--- src/rtl/issue_lane_pipe_reg_if.sv ---
// Bundle bus between issue stages: LANES per-lane valid/kill bits, packed payload, and one ready.
// Handshake: a bundle transfers on a rising edge when |valid & ready; the master may not retract valid/payload while ready is low.
interface issue_lane_pipe_reg_if #(
    parameter int LANES     = 2,
    parameter int PAYLOAD_W = 128
);
    logic [LANES-1:0]           valid;
    logic [LANES*PAYLOAD_W-1:0] payload;
    logic [LANES-1:0]           kill;
    logic                       ready;

    modport master (output valid, output payload, output kill, input ready);
    modport slave  (input valid, input payload, input kill, output ready);
endinterface

--- src/rtl/issue_lane_pipe_reg.sv ---
// N-lane ID->EX bundle register with per-lane kill, flush and bubble handling.
// Define ISSUE_PIPE_SKID_EN for a registered in_ready via a second (skid) bundle; state_o: 0=EMPTY 1=BUSY 2=SKID.
module issue_lane_pipe_reg #(
    parameter int LANES     = 2,
    parameter int PAYLOAD_W = 128
) (
    input  logic                        clk,
    input  logic                        resetn,
    input  logic                        flush,
    issue_lane_pipe_reg_if.slave        in_i,
    issue_lane_pipe_reg_if.master       out_o,
    output logic [1:0]                  state_o
);
    localparam int BW = LANES * PAYLOAD_W;
    localparam logic [1:0] ST_EMPTY = 2'd0;
    localparam logic [1:0] ST_BUSY  = 2'd1;

    logic [LANES-1:0] cap_valid;
    logic [BW-1:0]    cap_payload;
    logic             in_fire;
    logic             out_fire;

    logic [LANES-1:0] main_valid_q, main_valid_d;
    logic [BW-1:0]    main_payload_q, main_payload_d;

    // Killed or invalid lanes are zeroed so EX never sees stale control bits.
    always_comb begin
        cap_valid   = in_i.valid & ~in_i.kill;
        cap_payload = '0;
        for (int k = 0; k < LANES; k++) begin
            if (cap_valid[k]) begin
                cap_payload[k*PAYLOAD_W +: PAYLOAD_W] = in_i.payload[k*PAYLOAD_W +: PAYLOAD_W];
            end
        end
    end

    assign in_fire  = in_i.ready & (|in_i.valid) & ~flush;
    assign out_fire = (|main_valid_q) & out_o.ready;

    assign out_o.valid   = main_valid_q;
    assign out_o.payload = main_payload_q;
    assign out_o.kill    = '0;

`ifdef ISSUE_PIPE_SKID_EN
    localparam logic [1:0] ST_SKID = 2'd2;

    logic [1:0]       state_q, state_d;
    logic [LANES-1:0] skid_valid_q, skid_valid_d;
    logic [BW-1:0]    skid_payload_q, skid_payload_d;
    logic             in_load;

    // An all-killed bundle is accepted but never occupies a register.
    assign in_load = in_fire & (|cap_valid);

    always_comb begin
        state_d        = state_q;
        main_valid_d   = main_valid_q;
        main_payload_d = main_payload_q;
        skid_valid_d   = skid_valid_q;
        skid_payload_d = skid_payload_q;
        case (state_q)
            ST_EMPTY: begin
                if (in_load) begin
                    main_valid_d   = cap_valid;
                    main_payload_d = cap_payload;
                    state_d        = ST_BUSY;
                end
            end
            ST_BUSY: begin
                if (in_load && !out_o.ready) begin
                    skid_valid_d   = cap_valid;
                    skid_payload_d = cap_payload;
                    state_d        = ST_SKID;
                end else if (in_load) begin
                    main_valid_d   = cap_valid;
                    main_payload_d = cap_payload;
                end else if (out_fire) begin
                    main_valid_d   = '0;
                    main_payload_d = '0;
                    state_d        = ST_EMPTY;
                end
            end
            ST_SKID: begin
                if (out_fire) begin
                    main_valid_d   = skid_valid_q;
                    main_payload_d = skid_payload_q;
                    skid_valid_d   = '0;
                    skid_payload_d = '0;
                    state_d        = ST_BUSY;
                end
            end
            default: state_d = ST_EMPTY;
        endcase
        if (flush) begin
            main_valid_d   = '0;
            main_payload_d = '0;
            skid_valid_d   = '0;
            skid_payload_d = '0;
            state_d        = ST_EMPTY;
        end
    end

    always_ff @(posedge clk) begin
        if (!resetn) begin
            state_q        <= ST_EMPTY;
            skid_valid_q   <= '0;
            skid_payload_q <= '0;
        end else begin
            state_q        <= state_d;
            skid_valid_q   <= skid_valid_d;
            skid_payload_q <= skid_payload_d;
        end
    end

    assign in_i.ready = (state_q != ST_SKID);
    assign state_o    = state_q;
`else
    always_comb begin
        main_valid_d   = main_valid_q;
        main_payload_d = main_payload_q;
        if (flush) begin
            main_valid_d   = '0;
            main_payload_d = '0;
        end else if (in_fire) begin
            main_valid_d   = cap_valid;
            main_payload_d = cap_payload;
        end else if (out_fire) begin
            main_valid_d   = '0;
            main_payload_d = '0;
        end
    end

    // Combinational from out_ready: a held bundle frees the slot in the cycle EX takes it.
    assign in_i.ready = ~(|main_valid_q) | out_o.ready;
    assign state_o    = (|main_valid_q) ? ST_BUSY : ST_EMPTY;
`endif

    always_ff @(posedge clk) begin
        if (!resetn) begin
            main_valid_q   <= '0;
            main_payload_q <= '0;
        end else begin
            main_valid_q   <= main_valid_d;
            main_payload_q <= main_payload_d;
        end
    end
endmodule

--- src/flat_wrapper.sv ---
// flat-port wrapper written by rule: the top's interface ports become plain ports
module issue_lane_pipe_reg_flat 
#(
    parameter int LANES     = 2,
    parameter int PAYLOAD_W = 128
)
  (clk, resetn, flush, state_o, in_i_valid, in_i_payload, in_i_kill, in_i_ready, out_o_valid, out_o_payload, out_o_kill, out_o_ready);
  issue_lane_pipe_reg_if #(.LANES(LANES), .PAYLOAD_W(PAYLOAD_W)) in_i_i ();
  issue_lane_pipe_reg_if #(.LANES(LANES), .PAYLOAD_W(PAYLOAD_W)) out_o_i ();
  input  logic clk;
  input  logic resetn;
  input  logic flush;
  output logic [1:0] state_o;
  input wire logic [$bits(in_i_i.valid)-1:0] in_i_valid;
  input wire logic [$bits(in_i_i.payload)-1:0] in_i_payload;
  input wire logic [$bits(in_i_i.kill)-1:0] in_i_kill;
  output wire logic [$bits(in_i_i.ready)-1:0] in_i_ready;
  output wire logic [$bits(out_o_i.valid)-1:0] out_o_valid;
  output wire logic [$bits(out_o_i.payload)-1:0] out_o_payload;
  output wire logic [$bits(out_o_i.kill)-1:0] out_o_kill;
  input wire logic [$bits(out_o_i.ready)-1:0] out_o_ready;
  assign in_i_i.valid = in_i_valid;
  assign in_i_i.payload = in_i_payload;
  assign in_i_i.kill = in_i_kill;
  assign in_i_ready = in_i_i.ready;
  assign out_o_valid = out_o_i.valid;
  assign out_o_payload = out_o_i.payload;
  assign out_o_kill = out_o_i.kill;
  assign out_o_i.ready = out_o_ready;
  issue_lane_pipe_reg #(.LANES(LANES), .PAYLOAD_W(PAYLOAD_W)) u_core (.clk(clk), .resetn(resetn), .flush(flush), .in_i(in_i_i), .out_o(out_o_i), .state_o(state_o));
endmodule
--- config.mk ---
export PLATFORM = sky130hd
export DESIGN_NAME = issue_lane_pipe_reg_flat
export DESIGN_NICKNAME = d
export VERILOG_FILES = /design/src/rtl/issue_lane_pipe_reg_if.sv /design/src/rtl/issue_lane_pipe_reg.sv /design/src/flat_wrapper.sv
export SDC_FILE = /design/constraint.sdc
export NUM_CORES = 1
export LEC_CHECK = 0
export CAP_MARGIN = 20
export CORE_AREA = 2 2 207 209
export CTS_CLUSTER_SIZE = 12
export DETAILED_ROUTE_END_ITERATION = 10
export DIE_AREA = 0 0 209 211
export GPL_TIMING_DRIVEN = 0
export PLACE_DENSITY_LB_ADDON = 0.05
export SLEW_MARGIN = 20
export SYNTH_ARGS = -nofsm -noshare
export SYNTH_HDL_FRONTEND = slang
export SYNTH_SLANG_ARGS = --single-unit
--- constraint.sdc ---
create_clock -name clk -period 1.21 [get_ports clk]
set_input_delay 0.1815 -clock clk [delete_from_list [all_inputs] [get_ports clk]]
set_output_delay 0.1815 -clock clk [all_outputs]
set_load 0.01 [all_outputs]
==> impl_metrics.env <==
export IMPL_outcome="finished, violations left"
export IMPL_failed_checks="setup timing"
export IMPL_top_layer_used="met5"
export IMPL_maxSlewViolCount=0
export IMPL_final_setup_tns_ns=-76.20
export IMPL_synth_adder_area_share_pct=0
export IMPL_dieArea_um2=44100
export IMPL_numCtsBuffers=31
export IMPL_viasPerCell=4.83
export IMPL_power_density_nw_per_um2=1040
export IMPL_synth_xor_area_share_pct=0
export IMPL_fmax_mhz=649
export IMPL_dp_hpwl_um=37300
export IMPL_met3_length_um=4170
export IMPL_syn_to_final_growth_pct=76.0
export IMPL_cts_sinks=258
export IMPL_vias=11700
export IMPL_fin_cells=2423
export IMPL_setup_slack_ns=-0.331
export IMPL_crit_family="compound AO/OA/AOI/OAI gates"
export IMPL_clk_pin_slew_worst_paths_ns=0.06
export IMPL_fillerInstances=3944
export IMPL_slew_headroom_pct=46.4
export IMPL_vdd_drop_max_mv=0.920
export IMPL_cts_tree="done"
export IMPL_final_layout_size_suffix_gt1_share_pct=53.2
export IMPL_dpl_instance_area_um2=18000
export IMPL_crit_type="reg -> reg"
export IMPL_muxShareOfSynthArea_pct=0
export IMPL_fin_crit_sh_pct=127
export IMPL_finClkSkew_ns=0.0128
export IMPL_synth_area_leader_cell="dfxtp_1"
export IMPL_h_tree_depth=1
export IMPL_overflow=0
export IMPL_final_cell_area_um2=21100
export IMPL_maxCapViolCount=0
export IMPL_first_iter_violations=551
export IMPL_wl_met1_um=21300
export IMPL_synthSimpleGateAreaFrac_pct=24.4
export IMPL_io_pins=527
export IMPL_yosysTopAreaCellShare_pct=43.0
export IMPL_syn_cell_area_um2=12000
export IMPL_wl_per_cell_um=21.4
export IMPL_grt_pass1_wl_um=75100
export IMPL_internal_power_uw=16400
export IMPL_hold_path_class="in -> reg"
export IMPL_ys_seq_area_share_pct=43.0
export IMPL_worstPathCellList="or2_4 > o31a_4 > buf_12 > buf_6 > o22ai_2"
export IMPL_place_gp_congestion=0.813
export IMPL_switching_share_pct=25.7
export IMPL_initial_core_util_pct=28.8
export IMPL_die_w_um=209
export IMPL_netlist_instances=1183
export IMPL_crit_buf_inv=2
export IMPL_wl_um=51900
export IMPL_syn_mean_instance_area_um2=10.2
export IMPL_yosys_warnings=0
export IMPL_fin_util_pct=50.6
export IMPL_core_area_um2=41800
export IMPL_synthDistinctLibCells=17
export IMPL_cp_max_fo=10
export IMPL_crit_path_end_kind="register"
export IMPL_antenna_found_initial=9
export IMPL_drcViolationCount=0
export IMPL_synth_compound_area_share_pct=26.1
export IMPL_setup_violations=268
export IMPL_grt_setup_unrepaired="true"
export IMPL_hold_violations=0
export IMPL_synth_top_family_by_area="compound AO/OA/AOI/OAI gates"
export IMPL_num_rows=75
export IMPL_nets=2118
export IMPL_power_switching_uw=5650
export IMPL_startpoint_type="register"
export IMPL_ys_seq_elements=258
export IMPL_post_place_ws_ns=-1.10
export IMPL_grt_start_max_net_pins=15
export IMPL_ant_nets=0
export IMPL_wl_met2_um=25300
export IMPL_clock_latency_ns=0.57
export IMPL_finalCriticalPeriod_ns=1.54
export IMPL_dp_cells=2246
export IMPL_cts_buffer_depth=3
export IMPL_seqPwrFrac_pct=40.0
export IMPL_postCtsHoldBufs=0
export IMPL_critPathMaxStageDelay_ns=0.37
export IMPL_power_frac_comb_pct=17.0
export IMPL_grt_total_usage_pct=22.1
export IMPL_critPathArrivalTime_ns=2.02
export IMPL_grt_pass1_vias=12000
export IMPL_worst_slew_pin_slew_ns=0.804
export IMPL_cp_required_ns=1.69
export IMPL_total_leakage_power_uw=0.00780
export IMPL_portBuffers=522
export IMPL_die_height_um=211
export IMPL_clockPowerShare_pct=43.0
export IMPL_crit_path_top_delay_cell="o31a_4"
export IMPL_yosys_top_cells_area="dfxtp_1 43%, o22ai_2 25%, nand3b_1 16%"
export IMPL_drt_pass1_iter_count=5
export IMPL_cts_root_buf="clkbuf_16"
[worst paths after layout]
path	start	endpoint	slack, ns	depth (start not counted)
worst max-delay path	u_core.out_o.valid[1]	u_core.out_o.payload[92]	-0.33	5
worst min-delay path	in_i_payload[240]	u_core.out_o.payload[240]	0.16	3
worst max register to register	u_core.out_o.valid[1]	u_core.out_o.payload[92]	-0.33	5
worst min register to register	u_core.out_o.payload[240]	u_core.out_o.payload[240]	0.51	2
[layout make-up]
| cell class | instances | area, um^2 | area share, % |
|---|---|---|---|
| diodes | 7 | 17.5 | 0.0829 |
| plain buffers | 144 | 1060 | 5.03 |
| clock buffers | 50 | 967 | 4.58 |
| clock inverters | 6 | 55.1 | 0.260 |
| multi-input cells | 783 | 6190 | 29.3 |
| flip-flops and latches | 258 | 5500 | 26.0 |
| well taps | 539 | 674 | 3.19 |
| repair buffers | 636 | 6670 | 31.5 |
[cell usage in the layout, fill, tap and decap left out, drive strengths merged]
master | Yosys | routed
buf | 62 | 427
clkdlybuf4s50 | 0 | 262
dfxtp | 258 | 258
nand2 | 256 | 256
nand3b | 256 | 256
o22ai | 256 | 256
clkbuf | 82 | 141
diode | 0 | 7
clkinv | 0 | 5
nand2b | 3 | 3
conb | 1 | 3
nor2 | 2 | 2
a21oi | 2 | 2
nand3 | 2 | 2
o21bai | 1 | 1
or2 | 1 | 1
o31a | 1 | 1
bufinv | 0 | 1
[worst register-to-register path, cell delays in order (launching register included)]
cell,delay [ns]
dfxtp_4,0.36
or2_4,0.27
o31a_4,0.37
buf_12,0.20
buf_6,0.17
o22ai_2,0.10
[power by group through the flow]
stage | Sequential [uW] | Clock (uW) | Combinational [uW]
after floorplan | 9000 | 0 | 1540
after global placement | 8940 | 0 | 3320
after detailed placement | 8940 | 0 | 3320
after CTS | 8800 | 9710 | 3590
after global routing | 8820 | 10000 | 3990
final | 8810 | 9460 | 3750
[stage by stage]
step	power [uW]	hold WS [ns]
global route	22800	0.164
finish	22000	0.164
global placement	12300	0.485
floorplan	10500	0.332
detailed placement	12300	0.492
CTS	22100	0.136
[logic make-up after synthesis]
group,Yosys count
AO/OA/AOI/OAI,260
buffers and inverters,144
flip-flops,258
other,1
AND/OR/NAND/NOR,520
[timing repair]
item / CTS / global route
pin swaps: 0 / 1
endpoints found under the setup margin: 517 / 518
setup buffers: 50 / 50
gates resized for setup: 1686 / 43
gates cloned: 7 / 7
[state kept, by name (all words and copies together), names as in the netlist]
register and cells:
u_core.out_o.payload 256, u_core.out_o.valid 2
[Yosys cell counts]
cell      number
nand3b_1     256
o21bai_2       1
conb_1         1
o22ai_2      240
nand2b_1       3
buf_4          5
a21oi_1        2
nor2_1         2
or2_1          1
o22ai_1       16
buf_2         33
buf_6         24
o31a_1         1
nand2_1      256
clkbuf_1      82
dfxtp_1      258
nand3_1        2
[per-layer routing]
layer,vias to the layer above,global-route usage (%)
li1,5589,-
met1,5690,26.5
met2,370,38.0
met3,57,7.46
met4,4,5.07
met5,-,0
No activity file was read; power rests on OpenSTA's default activity.
